**src/rtl/prog_udp_lut.sv**
```systemverilog
// prog_udp_lut: programmable N_IN-input truth-table lookup (UDP-style LUT).
// The active table is reloaded serially through a shadow register. The new
// table only takes effect once every bit has arrived, so a partial or aborted
// load never disturbs the running function. Lookups use a valid/ready
// handshake with one register stage. The output stage holds its result under
// back-pressure.
// Optional feature: define PROG_UDP_LUT_HITCNT_EN to add the 16-bit
// saturating hit_count output. It counts handshaked results with out_y=1.
module prog_udp_lut #(
  parameter int                   N_IN       = 4,
  parameter logic [(2**N_IN)-1:0] INIT_TABLE = 16'hCE40
) (
  input  logic            clk,
  input  logic            rst,
  input  logic            cfg_start,
  input  logic            cfg_valid,
  input  logic            cfg_bit,
  output logic            cfg_busy,
  output logic            cfg_done,
  input  logic            in_valid,
  input  logic [N_IN-1:0] in_vec,
  output logic            in_ready,
  output logic            out_valid,
  output logic            out_y,
`ifdef PROG_UDP_LUT_HITCNT_EN
  output logic [15:0]     hit_count,
`endif
  input  logic            out_ready
);

  localparam int              DEPTH    = 2**N_IN;
  localparam logic [N_IN-1:0] LAST_IDX = N_IN'(DEPTH - 1);

  typedef enum logic {
    ST_RUN  = 1'b0,
    ST_LOAD = 1'b1
  } state_t;

  state_t            r_state;
  state_t            w_state_next;
  logic [N_IN-1:0]   r_cnt;
  logic [N_IN-1:0]   w_cnt_next;
  logic [DEPTH-1:0]  r_shadow;
  logic [DEPTH-1:0]  w_shadow_wr;
  logic [DEPTH-1:0]  r_table;
  logic              w_shadow_we;
  logic              w_commit;
  logic              r_cfg_done;
  logic              r_out_valid;
  logic              r_out_y;
  logic              w_accept;

  // The shadow contents with the current bit merged in at position r_cnt.
  // The commit path reuses this value, so the final bit reaches the active
  // table on the same edge that it is written.
  genvar gi;
  generate
    for (gi = 0; gi < DEPTH; gi++) begin : g_shadow_bit
      assign w_shadow_wr[gi] = (r_cnt == N_IN'(gi)) ? cfg_bit : r_shadow[gi];
    end
  endgenerate

  // FSM next-state logic: cfg_start always restarts a load (even mid-load),
  // and it takes priority over a bit offered in the same cycle.
  always_comb begin
    w_state_next = r_state;
    w_cnt_next   = r_cnt;
    w_shadow_we  = 1'b0;
    w_commit     = 1'b0;
    case (r_state)
      ST_RUN: begin
        if (cfg_start) begin
          w_state_next = ST_LOAD;
          w_cnt_next   = '0;
        end
      end
      ST_LOAD: begin
        if (cfg_start) begin
          w_cnt_next = '0;
        end else if (cfg_valid) begin
          w_shadow_we = 1'b1;
          w_cnt_next  = r_cnt + N_IN'(1);
          if (r_cnt == LAST_IDX) begin
            w_commit     = 1'b1;
            w_state_next = ST_RUN;
          end
        end
      end
      default: begin
        w_state_next = ST_RUN;
        w_cnt_next   = '0;
      end
    endcase
  end

  // FSM state and bit-counter registers.
  always_ff @(posedge clk or posedge rst) begin
    if (rst) begin
      r_state <= ST_RUN;
      r_cnt   <= '0;
    end else begin
      r_state <= w_state_next;
      r_cnt   <= w_cnt_next;
    end
  end

  // Shadow table: collects the serial bits of a load in progress.
  always_ff @(posedge clk or posedge rst) begin
    if (rst) begin
      r_shadow <= '0;
    end else if (w_shadow_we) begin
      r_shadow <= w_shadow_wr;
    end
  end

  // Active table: changes only when a complete load commits.
  always_ff @(posedge clk or posedge rst) begin
    if (rst) begin
      r_table <= INIT_TABLE;
    end else if (w_commit) begin
      r_table <= w_shadow_wr;
    end
  end

  // Single-cycle load-complete pulse.
  always_ff @(posedge clk or posedge rst) begin
    if (rst) begin
      r_cfg_done <= 1'b0;
    end else begin
      r_cfg_done <= w_commit;
    end
  end

  // Lookups are accepted only in RUN, and only when the output slot is free
  // or is being drained in this cycle.
  assign in_ready = (r_state == ST_RUN) && (!r_out_valid || out_ready);
  assign w_accept = in_valid && in_ready;

  // Output register: a new result replaces the current one. A drained slot
  // with no new input goes empty. Otherwise the result is held, so a result
  // captured before a load still shows the old table.
  always_ff @(posedge clk or posedge rst) begin
    if (rst) begin
      r_out_valid <= 1'b0;
      r_out_y     <= 1'b0;
    end else if (w_accept) begin
      r_out_valid <= 1'b1;
      r_out_y     <= r_table[in_vec];
    end else if (out_ready) begin
      r_out_valid <= 1'b0;
    end
  end

`ifdef PROG_UDP_LUT_HITCNT_EN
  logic [15:0] r_hit_count;
  logic        w_out_hit;

  assign w_out_hit = r_out_valid && out_ready && r_out_y;

  // Hit counter: cleared when a new table commits, and saturating at all-ones.
  always_ff @(posedge clk or posedge rst) begin
    if (rst) begin
      r_hit_count <= '0;
    end else if (w_commit) begin
      r_hit_count <= '0;
    end else if (w_out_hit && (r_hit_count != 16'hFFFF)) begin
      r_hit_count <= r_hit_count + 16'd1;
    end
  end

  assign hit_count = r_hit_count;
`endif

  assign cfg_busy  = (r_state == ST_LOAD);
  assign cfg_done  = r_cfg_done;
  assign out_valid = r_out_valid;
  assign out_y     = r_out_y;

endmodule

```
**config.mk**
```make
export PLATFORM = sky130hd
export DESIGN_NAME = prog_udp_lut
export DESIGN_NICKNAME = d
export VERILOG_FILES = /design/src/rtl/prog_udp_lut.sv
export SDC_FILE = /design/constraint.sdc
export NUM_CORES = 1
export LEC_CHECK = 0
export ABC_AREA = 1
export CORE_ASPECT_RATIO = 1.4
export CORE_MARGIN = 2
export CORE_UTILIZATION = 47
export CTS_BUF_LIST = sky130_fd_sc_hd__clkbuf_16
export DETAILED_ROUTE_END_ITERATION = 10
export HOLD_SLACK_MARGIN = 0.03
export PLACE_DENSITY = 0.67
export SLEW_MARGIN = 10
export SYNTH_ARGS = -nofsm -noshare
export SYNTH_HDL_FRONTEND = slang
export SYNTH_SLANG_ARGS = --single-unit
```
**constraint.sdc**
```tcl
create_clock -name clk -period 1.8 [get_ports clk]
set_input_delay 0.36 -clock clk [delete_from_list [all_inputs] [get_ports clk]]
set_output_delay 0.36 -clock clk [all_outputs]
set_load 0.02 [all_outputs]
```
After elaboration in Yosys (flattened, before gate mapping). Cells that the tools add are included.

Add/sub/neg operators: 1. Multiply operators: 0. Div/mod/pow operators: 0. Magnitude comparators: 1. Equal/unequal tests: 17. Shifts and indexed selects: 0. Mux-type cells: 36. Bitwise operators: 1. Reduce and logical (&&, ||, !) cells: 7.

Operator list (number): equality test 4 bit (second input constant) (8); two-way mux 1 bit (30); equality test 4 x 3 -> 1 bit (second input constant) (4); two-way mux 4 bit (3); equality test 4 x 2 -> 1 bit (second input constant) (2); case mux 4 bit (2 select lines) (1); < comparator 4 x 5 -> 1 bit (second input constant) (1); adder 4 x 1 -> 4 bit (second input constant) (1); binary-select mux 1 bit (select 4 bit) (1); equality test 4 x 1 -> 1 bit (second input constant) (1); zero test 4 bit (1); != test 3 bit (second input constant) (1); logical AND 1 bit (2); != test 2 bit (second input constant) (1); case mux 1 bit (2 select lines) (1); AND reduction 2 bit (1); nonzero test 2 bit (1); zero test 1 bit (1); logical OR 1 bit (1); NOT 1 bit (1).

Register bits: 40. Bits in latches: 0. Memory bits (writable): 0. Bits in read-only memories: 0. Bits of input ports: 11. Output and inout bits: 5. Word-level logic and storage cells: 70. Memories: 0.

Longest topological paths before layout.
Word-level depth: 5. Gate-level depth with buffers: 10. Depth with buffers taken out: 9.

Least setup slack after synthesis. Ideal clock, no wire load.

Path kind: register -> register. From: register r_cnt[0]. To: register r_table[4]. Library setup time: 0.121 ns. Data arrival time: 1.148 ns. Required time: 1.679 ns. Setup slack: 0.531 ns. Cell stages (with the launch flop): 9. Buffers on the path: 1. Period minus slack after synthesis: 1.269 ns. Cells stage by stage: dfrtp_1 -> ha_1 -> nand2_4 -> nor2_4 -> nand2_4 -> clkinv_4 -> buf_6 -> nand2_1 -> o21ai_1.

Longest elaborated chain between the ends: 5. Elaborated cells between the ends (all ways): 7. Those cells by class: 2 x eq/ne; 5 x mux.

RTL lines: start: declaration (RTL line 41) `logic [N_IN-1:0] r_cnt;`; start signal: assignment (RTL line 103) `r_cnt <= w_cnt_next;`; equality test 4 bit (RTL line 83) `if (r_cnt == LAST_IDX) begin`; two-way mux 1 bit (RTL line 83); two-way mux 1 bit (RTL line 80) `end else if (cfg_valid) begin`; two-way mux 1 bit (RTL line 78) `if (cfg_start) begin`; two-way mux 1 bit (RTL line 70) `case (r_state)`; end signal: assignment (RTL line 121) `r_table <= w_shadow_wr;`; end: declaration (RTL line 45) `logic [DEPTH-1:0] r_table;`.

Several ways; a longest one is shown, not always the timed one. A chain may end at the register's enable or synchronous reset.

Worst setup path after layout.
From: input out_ready. To: output in_ready.

Longest elaborated chain between the ends: 2.

RTL lines: start: declaration (RTL line 28) `input logic out_ready`; logical OR 1 bit (RTL line 136) `assign in_ready = (r_state == ST_RUN) && (!r_out_valid || out_ready);`; logical AND 1 bit (RTL line 136); end: declaration (RTL line 22) `output logic in_ready,`.

No other way between the ends.

==> results_dict.tcl <==
set metrics [dict create \
    die_area_mm2 0.00490 \
    fin_worst_skew_ns 0.00216 \
    cts_num_sinks 39 \
    die_x_um 59.7 \
    grt_pass1_wl_um 7120 \
    hold_viol 0 \
    ir_worst_vdd_mv 0.470 \
    dpl_cell_area_mm2 0.00222 \
    placedCellCount 317 \
    finalWeightedCongestion 0.787 \
    fp.coreArea_mm2 0.00420 \
    critPathBufInv 2 \
    use_met3 0.0425 \
    routedWlPerCell_um 12.2 \
    htreeDepth 2 \
    critPathTopFamily "buffers and inverters" \
    ioPinCount 16 \
    synth_top_area_share 0.404 \
    postSynthAreaPerCell_um2 7.80 \
    powerDensity_mw_per_mm2 888 \
    synthTopCellsByArea "dfrtp_1 (40%), nand2_1 (18%), dfstp_2 (7.7%), nand3_1 (5.1%), o21ai_1 (5.1%)" \
    fin_crit_ns 1.69 \
    final_core_util 0.567 \
    clk_pin_slew_ns 0.05 \
    endpoint_kind "primary output" \
    areaGrowthSynthToFinish_pct 16.7 \
    drv_cap 0 \
    num-nets-final 294 \
    tightest_slew_ns 0.372 \
    dpl.hpwl_um 2830 \
    postCtsHoldBufs 0 \
    required_ns 1.44 \
    p_total_uw 2120 \
    slew_headroom 0.752 \
    route.vias.total 1629 \
    fp.dieH_um 82.0 \
    antenna_found_initial 0 \
    netlist_area_mm2 0.00204 \
    cp_slowest_cell "clkdlybuf4s50_1" \
    initialDrtViolationCount 82 \
    status "finished clean" \
    drive_above_1_share 0.118 \
    crit_path_start_kind "input port" \
    wirelength_um 3970 \
    slowest_delay_ns 0.47 \
    grt_overflow 0 \
    crit_top_cell "nor2_1" \
    syn_nets 277 \
    ys_seq_area_frac 0.481 \
    routed_via_density 5.01 \
    clockBufferDepth 2 \
    drtPass1Iterations 4 \
    stdcell_count 325 \
    final_area_mm2 0.00238 \
    synth_cell_types 25 \
    row_count 28 \
    synth-edff-count 0 \
    root_buffer "clkbuf_16" \
    grt_use_met1 0.242 \
    start_util 0.486 \
    worst-setup-path-type "in2out" \
    port_buffers 15 \
    crit_chain "clkdlybuf4s50_1, nor2_1, nor2_1, dlygate4sd2_1" \
    grtUsageMet2 0.316 \
    r2r_setup_slack_ns 0.34 \
    cts_made_buffers 5 \
    fin_crit_sh 0.942 \
    cts_repair_resize_count 1 \
    grtUsageTotal 0.191 \
    grt_pass1_vias 1604 \
    leakage_uw 0.00119 \
    final_cell_mix "nand2_1 (98), dfrtp_1 (33), inv_1 (24)" \
    synth_flop_cell "dfrtp_1" \
    grt-busiest-layer "met2" \
    setup_violations 0 \
    arrival_ns 1.33 \
    final_common_cell "nand2_1" \
    fmax_mhz 590 \
    drv_slew 0 \
    ys_warn_count 0 \
    ys_ff_latch 39 \
    tns_ns 0 \
    netlist_instances 262 \
    cts_tree "built" \
    hold_path.class "in2async" \
    drc_errors 0 \
    grt_max_degree 40 \
    synth_area_leader_cell "dfrtp_1" \
    ant_nets 0 \
    rsz0062_at_grt "no" \
    async_reset_ff_frac 1.00 \
    worstPathMaxFanout 2 \
    antenna_cells 0 \
    insertion_delay_ns 0.28 \
    cts_setup_buffers 0 \
]
[worst min-delay path, cell delays in order]
cell and delay, ns:
clkdlybuf4s50_1 0.39, inv_1 0.09, buf_12 0.22
[synth_stat cells, types with 3 or more instances]
master and instances:
o21ai_0 12, ha_1 4, dfstp_2 6, dfrtp_1 33
inv_2 5, inv_1 24, nor2_1 9, nand2_1 98
o21ai_1 21, buf_6 4, a21oi_1 6, nand3_1 21
buf_2 3
[sequential cells by signal, summed over array words and instances, names as in the netlist]
register and count:
r_table 16, out_valid 1, r_shadow 15, cfg_done 1, out_y 1, cfg_busy 1
r_cnt 4
[metrics by stage]
stage	hold slack, ns	setup WS (ns)
final	0.428	0.105
after floorplan	0.433	0.531
after detailed placement	0.468	-0.180
after global routing	0.458	0.0265
after global placement	0.465	-0.155
after CTS	0.447	0.0993
[layout make-up]
| class | instances | area [µm²] |
|---|---|---|
| clock buffers | 5 | 125 |
| flip-flops and latches | 39 | 983 |
| well taps | 45 | 56.3 |
| clock inverters | 3 | 38.8 |
| inverters | 31 | 124 |
| repair buffers | 20 | 199 |
| fillers | 401 | 1820 |
| multi-input cells | 182 | 857 |
[layer usage]
metal / wire length [µm] / share of wire / vias to the layer above
met3: 127 / 0.032 / 6
met5: 0 / 0 / -
met2: 2000 / 0.50 / 27
met4: 46 / 0.012 / 0
met1: 1790 / 0.45 / 739
li1: - / - / 857
[cells by family (layout without fill, tap and decap cells)]
| logic type | count (synthesis) | count (layout) | synth area share |
|---|---|---|---|
| AND/OR/NAND/NOR | 137 | 137 | 0.288 |
| AO/OA/AOI/OAI | 41 | 41 | 0.107 |
| buffers and inverters | 41 | 59 | 0.0992 |
| flip-flops | 39 | 39 | 0.481 |
| adder cells (fa/ha/maj) | 4 | 4 | 0.0245 |
[path summary, 6_finish.rpt]
check	start	end	cells after the start
setup / recovery	out_ready	in_ready	4
hold / removal	rst	r_table[3]	3
setup reg to reg	r_cnt[0]	r_table[4]	7
hold reg to reg	r_table[15]	r_table[15]	2
max in group asynchronous	rst	r_table[11]	3
min in group clk	r_table[15]	r_table[15]	2
[report_power, final]
group	switching [µW]	internal (µW)
Clock	322	645
Sequential	25.2	918
Combinational	125	81.7
Power figures use the tool's default switching activity.
